--- src/rtl/aes_pkg.sv ---
// Shared AES constants: block width, round counts and the round-sequencer state encoding.
package aes_pkg;

    localparam int unsigned AES_BLK_W = 128;
    localparam int unsigned AES_NR128 = 10;
    localparam int unsigned AES_NR192 = 12;
    localparam int unsigned AES_NR256 = 14;

    typedef enum logic [2:0] {
        IDLE = 3'd0,
        INIT = 3'd1,
        FST  = 3'd2,
        MID  = 3'd3,
        LST  = 3'd4,
        OUT  = 3'd5
    } aesState_e;

endpackage

--- src/rtl/aes_round_ctrl.sv ---
// Sequencer for the iterative AES round datapath: latches one block, walks init/first/mid/last, presents the result.
// Optional block-count output oBlkCnt is built when AES_ROUND_CTRL_BLKCNT_EN is defined.
module aes_round_ctrl
    import aes_pkg::*;
#(
    parameter int unsigned NR    = AES_NR128,
    parameter int unsigned CNT_W = 4
) (
    input  logic                 iClk,
    input  logic                 iRst,
    input  logic                 iInValid,
    output logic                 oInReady,
    input  logic [AES_BLK_W-1:0] iPlainText,
    input  logic [AES_BLK_W-1:0] iAesKey,
    output logic [AES_BLK_W-1:0] oPlainText,
    output logic [AES_BLK_W-1:0] oAesKey,
    output logic                 oInitRoundFlag,
    output logic                 oFstRoundFlag,
    output logic                 oMidRoundFlag,
    output logic                 oLstRoundFlag,
    input  logic [AES_BLK_W-1:0] iRoundCpText,
    output logic                 oOutValid,
    input  logic                 iOutReady,
    output logic [AES_BLK_W-1:0] oCpText,
`ifdef AES_ROUND_CTRL_BLKCNT_EN
    output logic [15:0]          oBlkCnt,
`endif
    output logic                 oBusy
);

    aesState_e        state;
    aesState_e        nextState;
    logic [CNT_W-1:0] roundCnt;
    logic             loadBlk;
    logic             cntClr;
    logic             cntInc;

    // State register
    always_ff @(posedge iClk or posedge iRst) begin
        if (iRst) begin
            state <= IDLE;
        end else begin
            state <= nextState;
        end
    end

    // Next state and flag decode; flags come straight from the state register
    always_comb begin
        nextState      = state;
        loadBlk        = 1'b0;
        cntClr         = 1'b0;
        cntInc         = 1'b0;
        oInReady       = 1'b0;
        oInitRoundFlag = 1'b0;
        oFstRoundFlag  = 1'b0;
        oMidRoundFlag  = 1'b0;
        oLstRoundFlag  = 1'b0;
        oOutValid      = 1'b0;
        oBusy          = 1'b1;
        oCpText        = '0;
        case (state)
            IDLE: begin
                oBusy    = 1'b0;
                oInReady = 1'b1;
                if (iInValid) begin
                    loadBlk   = 1'b1;
                    nextState = INIT;
                end
            end
            INIT: begin
                oInitRoundFlag = 1'b1;
                nextState      = FST;
            end
            FST: begin
                oFstRoundFlag = 1'b1;
                cntClr        = 1'b1;
                nextState     = MID;
            end
            MID: begin
                oMidRoundFlag = 1'b1;
                cntInc        = 1'b1;
                if (roundCnt == CNT_W'(NR - 3)) begin
                    nextState = LST;
                end
            end
            LST: begin
                oLstRoundFlag = 1'b1;
                nextState     = OUT;
            end
            OUT: begin
                oOutValid = 1'b1;
                oCpText   = iRoundCpText;
                oInReady  = iOutReady;
                // Accepting a new block while draining avoids an IDLE bubble
                if (iOutReady) begin
                    if (iInValid) begin
                        loadBlk   = 1'b1;
                        nextState = INIT;
                    end else begin
                        nextState = IDLE;
                    end
                end
            end
            default: begin
                oBusy     = 1'b0;
                nextState = IDLE;
            end
        endcase
    end

    // Round counter, cleared in the first round and advanced through the middle rounds
    always_ff @(posedge iClk or posedge iRst) begin
        if (iRst) begin
            roundCnt <= '0;
        end else if (cntClr) begin
            roundCnt <= '0;
        end else if (cntInc) begin
            roundCnt <= roundCnt + CNT_W'(1);
        end
    end

    // Plaintext and key held for the whole operation
    always_ff @(posedge iClk or posedge iRst) begin
        if (iRst) begin
            oPlainText <= '0;
            oAesKey    <= '0;
        end else if (loadBlk) begin
            oPlainText <= iPlainText;
            oAesKey    <= iAesKey;
        end
    end

`ifdef AES_ROUND_CTRL_BLKCNT_EN
    logic [15:0] blkCnt;

    // Saturating count of delivered ciphertext blocks
    always_ff @(posedge iClk or posedge iRst) begin
        if (iRst) begin
            blkCnt <= '0;
        end else if (oOutValid && iOutReady && (blkCnt != 16'hFFFF)) begin
            blkCnt <= blkCnt + 16'd1;
        end
    end

    assign oBlkCnt = blkCnt;
`endif

endmodule

--- config.mk ---
export PLATFORM = sky130hd
export DESIGN_NAME = aes_round_ctrl
export DESIGN_NICKNAME = d
export VERILOG_FILES = /design/src/rtl/aes_pkg.sv /design/src/rtl/aes_round_ctrl.sv
export SDC_FILE = /design/constraint.sdc
export NUM_CORES = 1
export LEC_CHECK = 0
export CAP_MARGIN = 25
export CORE_AREA = 2 2 304 306
export CTS_BUF_LIST = sky130_fd_sc_hd__clkbuf_4
export DETAILED_ROUTE_END_ITERATION = 10
export DIE_AREA = 0 0 306 308
export PLACE_DENSITY = 0.35
export SYNTH_ARGS = -nofsm -noshare
export SYNTH_HDL_FRONTEND = slang
export SYNTH_SLANG_ARGS = --single-unit
--- constraint.sdc ---
create_clock -name iClk -period 20.1 [get_ports iClk]
set_clock_uncertainty 0.05 [all_clocks]
set_input_delay 4.02 -clock iClk [delete_from_list [all_inputs] [get_ports iClk]]
set_output_delay 4.02 -clock iClk [all_outputs]
set_load 0.01 [all_outputs]
==> reports/results.tsv, run 1 <==
metric	value	unit
status	complete, no violations	
mux cell area share after synthesis	0.319	
Synth Area in Compound Gates	0.00644	
pin count of the biggest net entering global routing	142	
power after layout	3120	uW
Synth area leaders	dfrtp_1 (56%), mux2_4 (30%), and2_1 (6.8%)	
Simple-Gate Fraction of Synth Area	0.0815	
minimum clock period	9.56	ns
post-cts sizing count	0	
Seq cells post-synth	263	
Hold Buf Count CTS	0	
syn_nets	1119	
main combinational cell family by area after synthesis	multiplexers	
initial antenna violation count	4	
final hold viol count	0	
Post-DP Area	20800	um2
R2R cell count	6	
Vias/cell	3.27	
WL met3	4.65	mm
max cap viols	0	
Max transition margin	0.236	
CTS buffer count	88	
Final Cycle Share	0.475	
grt total ovfl	0	
PD cells	143	nW/um2
Synth Area in Adders	0.00106	
CTS tree	done	
Synth Cell Area	11800	um2
first-pass GRT wire length	72.9	mm
worst-path fanout max	2	
Yosys warnings	0	
I/O Buffers	778	
gpl congestion	0.829	
Worst R2R Setup Slack	16.03	ns
met2 WL	27.0	mm
Post CTS Setup Buffer Count	0	
vias in the first global route	10200	
Switching Fraction	0.319	
detailed placement HPWL	39.0	mm
end of the critical path	oInReady	
P_leak	0.00956	uW
top cell type's share of synthesized area	0.555	
r2r startpoint	state[1]$_DFFE_PP0P_	
Clock power frac	0.179	
Int Power	2130	uW
logic gate share of total power	0.511	
Die Area	94200	um2
unrepaired setup endpoints after global routing	false	
Critical Path Most Common Cell	clkdlybuf4s50_1	
Post-Synth XOR/XNOR Area	0	
Hold WS	0.453	ns
num rows	111	
Placed Cells incl. Taps	2655	
H-tree levels	3	
top layer in use	met5	
Reg2Reg Capture Point	oAesKey[107]$_DFFE_PP0P_	
nets	1949	
commonest non-fill, non-tap cell in the layout	clkdlybuf4s50_1	
Max rail drop VDD	54.5	uV
synth unique cells	31	
Clk Latency, worst-skew pair	0.80	ns
Setup crit start	iOutReady	
First DRT Iteration DRCs	287	
clk buf depth	3	
CTS root buffer	clkbuf_4	
share of layout cells above drive strength 1	0.248	
final setup fails	0	
Layout Cells excl Fill	2796	
Die H	308	um
startpoint types	primary input	
critical path class	primary input to primary output	
NetSw	997	uW
max incr delay on CP	0.49	ns
TNS Setup	0	ns
DRC	0	
DRT Wirelength	51.6	mm
final slew viol count	0	
Placeable Area	91000	um2
Die X	306	um
DRT Pass-1 Iters	4	
Slew @ Worst Pin	1.15	ns
Sequential Power Share	0.310	
I/O pin total	779	
CP arrival	5.49	ns
TritonCTS Sinks	263	
register area share after synthesis	0.555	
Design Area, Final	21800	um2
Avg WL per Cell	18.5	um
Synth Instances	730	
DRT met1 WL	18.6	mm
Crit path required time	16.03	ns
area grow syn2layout	84.3	%
Yosys top cell by area	dfrtp_1	
slowest cell on the critical path	clkdlybuf4s50_1	
Overall Global Routing Usage	0.106	
commonest non-fill, non-tap cells in the layout	clkdlybuf4s50_1 (778), dfrtp_1 (263), mux2_4 (240)	
CTS clk-pin slew, worst paths	0.06	ns
Post-DRT Antenna Nets	0	
average size of a mapped cell	16.2	um2
cell chain of the critical path	clkdlybuf4s50_1 -> and4b_1 -> or2_2 -> clkdlybuf4s50_1	
Max Clock Freq	105	MHz
via count	9144	
CP Capture Type	primary output	
initial core utilization	0.130	
worst min-delay path category	flip-flop to flip-flop	
## routing by layer
metal,track usage,vias up
met5,0,-
met4,0.0406,2
met3,0.0452,86
met2,0.188,447
met1,0.109,4431
li1,-,4178
## critical path, delay by kind of cell
family / cells / cell delay [ns]
simple gates: 2 / 0.56
buf+inv: 2 / 0.91
## area by class of cell
cell class                 instances  area [um2]
antenna                            3        7.51
tap                             1186        1480
clock buffer                     121         908
timing repair buffer             785        7890
multi-input combinational        420        4840
fill                            9602       69100
clock inverter                    16         118
inverter                           2        15.0
sequential                       263        6580
## cells in the mapped netlist
master	n
a21boi_0	1
a21oi_1	1
a22o_1	1
and2_1	128
and3b_1	1
and4b_1	1
buf_2	3
buf_4	2
buf_6	17
buf_8	10
clkbuf_1	13
dfrtp_1	263
ha_1	1
inv_1	2
mux2_2	16
mux2_4	240
nand2_1	8
nand2b_1	2
nand2b_4	1
nand3_1	3
nand3b_1	2
nor2_1	1
nor3_4	1
nor3b_1	2
o21ai_0	4
o21ai_4	1
o21ba_2	1
o221ai_1	1
or2_2	1
or3b_2	1
or4b_2	1
## power by group through the flow
stage          logic (uW)  registers [uW]  clock network, uW
3_3_place_gp         1630             971                  0
3_5_place_dp         1620             971                  0
6_report             1600             968                559
5_1_grt              1690            1010                627
2_1_floorplan         670            1070                  0
4_1_cts              1630             972                604
## state kept, by name, indices dropped and copies added, names as in the netlist
| signal | cells |
|---|---|
| oAesKey | 128 |
| oPlainText | 128 |
| roundCnt | 4 |
| state | 3 |
## logic make-up after synthesis
kind of cell	count (synthesis)
AND/OR/NAND/NOR	153
multiplexers	256
adder cells (fa/ha/maj)	1
buffers and inverters	47
AO/OA/AOI/OAI	10
flip-flops	263
## worst min-delay path by stage
stage	startpoint	end	slack, ns	cells past startpoint
detailed placement	oAesKey[46]$_DFFE_PP0P_	oAesKey[46]$_DFFE_PP0P_	0.44	1
finish	oPlainText[22]$_DFFE_PP0P_	oPlainText[22]$_DFFE_PP0P_	0.45	1
global placement	oAesKey[92]$_DFFE_PP0P_	oAesKey[92]$_DFFE_PP0P_	0.44	1
floorplan	roundCnt[1]$_DFFE_PP0P_	roundCnt[1]$_DFFE_PP0P_	0.42	2
CTS	oPlainText[22]$_DFFE_PP0P_	oPlainText[22]$_DFFE_PP0P_	0.46	1
global route	oPlainText[37]$_DFFE_PP0P_	oPlainText[37]$_DFFE_PP0P_	0.47	1
## through the flow
stage / util / setup slack [ns]
6_report: 0.240 / 10.54
3_5_place_dp: 0.228 / 10.54
5_1_grt: 0.240 / 10.50
4_1_cts: 0.240 / 10.53
2_1_floorplan: - / 8.79
3_3_place_gp: 0.228 / 10.53
Power figures use the tool's default switching activity.
==> run 2, diff against run 1 <==
--- a/config.mk
+++ b/config.mk
@@ -10,7 +10,7 @@
 export CTS_BUF_LIST = sky130_fd_sc_hd__clkbuf_4
 export DETAILED_ROUTE_END_ITERATION = 10
 export DIE_AREA = 0 0 306 308
-export PLACE_DENSITY = 0.35
+export PLACE_DENSITY = 0.37
 export SYNTH_ARGS = -nofsm -noshare
 export SYNTH_HDL_FRONTEND = slang
 export SYNTH_SLANG_ARGS = --single-unit
==> constraint.sdc (replaced) <==
create_clock -name iClk -period 8 [get_ports iClk]
set_clock_uncertainty 0.05 [all_clocks]
set_input_delay 1.6 -clock iClk [delete_from_list [all_inputs] [get_ports iClk]]
set_output_delay 1.6 -clock iClk [all_outputs]
set_load 0.01 [all_outputs]
==> reports/results.tsv, run 2 (same netlist as run 1, synthesis figures left out) <==
metric	value	unit
status	complete, no violations	
CTS root buffer	clkbuf_4	
first-pass GRT wire length	70.6	mm
startpoint types	flip-flop	
unrepaired setup endpoints after global routing	false	
Hold WS	0.451	ns
worst min-delay path category	flip-flop to flip-flop	
TNS Setup	0	ns
Clk Latency, worst-skew pair	0.84	ns
gpl congestion	0.857	
Placeable Area	91000	um2
NetSw	2500	uW
DRC	0	
clk buf depth	3	
Int Power	5330	uW
Placed Cells incl. Taps	2658	
initial antenna violation count	5	
Post CTS Setup Buffer Count	0	
Fillers	9631	
CP top delay family	buffers and inverters	
detailed placement HPWL	37.3	mm
I/O Buffers	778	
H-tree levels	3	
Overall Global Routing Usage	0.101	
post-cts sizing count	0	
Hold Buf Count CTS	0	
Max rail drop VDD	139	uV
DRT Wirelength	49.2	mm
commonest non-fill, non-tap cells in the layout	clkdlybuf4s50_1 (778), dfrtp_1 (263), mux2_4 (240)	
Sequential Power Share	0.310	
r2r startpoint	state[1]$_DFFE_PP0P_	
Max Clock Freq	193	MHz
grt total ovfl	0	
CP arrival	3.52	ns
max cap viols	0	
critical hold path startpoint	oAesKey[99]$_DFFE_PP0P_	
DRT Pass-1 Iters	4	
CTS buffer count	86	
First DRT Iteration DRCs	279	
CTS clk-pin slew, worst paths	0.06	ns
Avg WL per Cell	17.5	um
minimum clock period	5.17	ns
Layout Cells excl Fill	2815	
vias in the first global route	10300	
worst-path fanout max	109	
Die Area	94200	um2
Vias/cell	3.27	
final hold viol count	0	
pin count of the biggest net entering global routing	136	
Clock power frac	0.183	
Final Cycle Share	0.647	
Setup crit start	state[0]$_DFFE_PP0P_	
Post-DP Area	20800	um2
CTS tree	done	
cell chain of the critical path	and3b_2 -> buf_4 -> and2_1 -> clkdlybuf4s50_1	
Switching Fraction	0.319	
Buf/Inv on CP	2	
final setup fails	0	
Design Area, Final	21900	um2
Die X	306	um
Post-DRT Antenna Nets	0	
slowest cell on the critical path	buf_4	
PD cells	357	nW/um2
final slew viol count	0	
nets	1949	
CP Capture Type	primary output	
share of layout cells above drive strength 1	0.253	
fin util	0.241	
logic gate share of total power	0.507	
I/O pin total	779	
Slew @ Worst Pin	0.929	ns
via count	9196	
Max transition margin	0.380	
P_leak	0.00960	uW
area grow syn2layout	85.0	%
TritonCTS Sinks	263	
largest registers	oAesKey x128, oPlainText x128, roundCnt x4	
Die H	308	um
commonest non-fill, non-tap cell in the layout	clkdlybuf4s50_1	
initial core utilization	0.130	
max incr delay on CP	0.66	ns
Crit path required time	6.35	ns
num rows	111	
critical path class	flip-flop to primary output	
## run 2: cell types whose count changed in the layout (fill, tap and decap cells not counted), sizes merged
cell      delta
buf          +2
bufinv       -1
clkbuf       +1
clkinv      +17
clkinvlp     +2
inv          -2
## run 2: per-layer routing
layer  GRT usage  wire [um]  share of wire  up-vias
li1            -          -              -     4200
met1       0.102      17300           0.35     4413
met4      0.0472       1690          0.034        4
met3      0.0468       5080           0.10       93
met5           0         27        0.00055        -
met2       0.178      25200           0.51      486
## run 2: final cells by class
class                      instances  area, um2  share of cell area
tap                             1186       1480              0.0677
sequential                       263       6580               0.300
clock buffer                     122        916              0.0418
antenna                            3       7.51            0.000342
multi-input combinational        420       4840               0.221
timing repair buffer             787       7910               0.361
inverter                           2       11.3            0.000514
clock inverter                    32        176             0.00805
## run 2: path summary, 6_finish.rpt
kind	endpoint	slack, ns	cells past startpoint
min in group asynchronous	oAesKey[100]$_DFFE_PP0P_	1.24	2
min	oAesKey[99]$_DFFE_PP0P_	0.45	1
max reg2reg	oPlainText[111]$_DFFE_PP0P_	5.08	5
max in group asynchronous	roundCnt[0]$_DFFE_PP0P_	5.26	3
max	oCpText[6]	2.83	4
min reg2reg	oAesKey[99]$_DFFE_PP0P_	0.45	1
## run 2: stage by stage
| stage | total power [uW] | setup WS (ns) |
|---|---|---|
| after floorplan | 4380 | 2.88 |
| after global placement | 6470 | 3.25 |
| after detailed placement | 6460 | 3.29 |
| after CTS | 8030 | 2.57 |
| after global routing | 8340 | 2.44 |
| final | 7830 | 2.83 |
## run 2: power groups by stage
stage	clock network, uW	logic [uW]	registers, uW
floorplan	0	1680	2700
global placement	0	4040	2430
detailed placement	0	4030	2430
CTS	1550	4050	2430
global route	1620	4200	2530
finish	1430	3970	2420
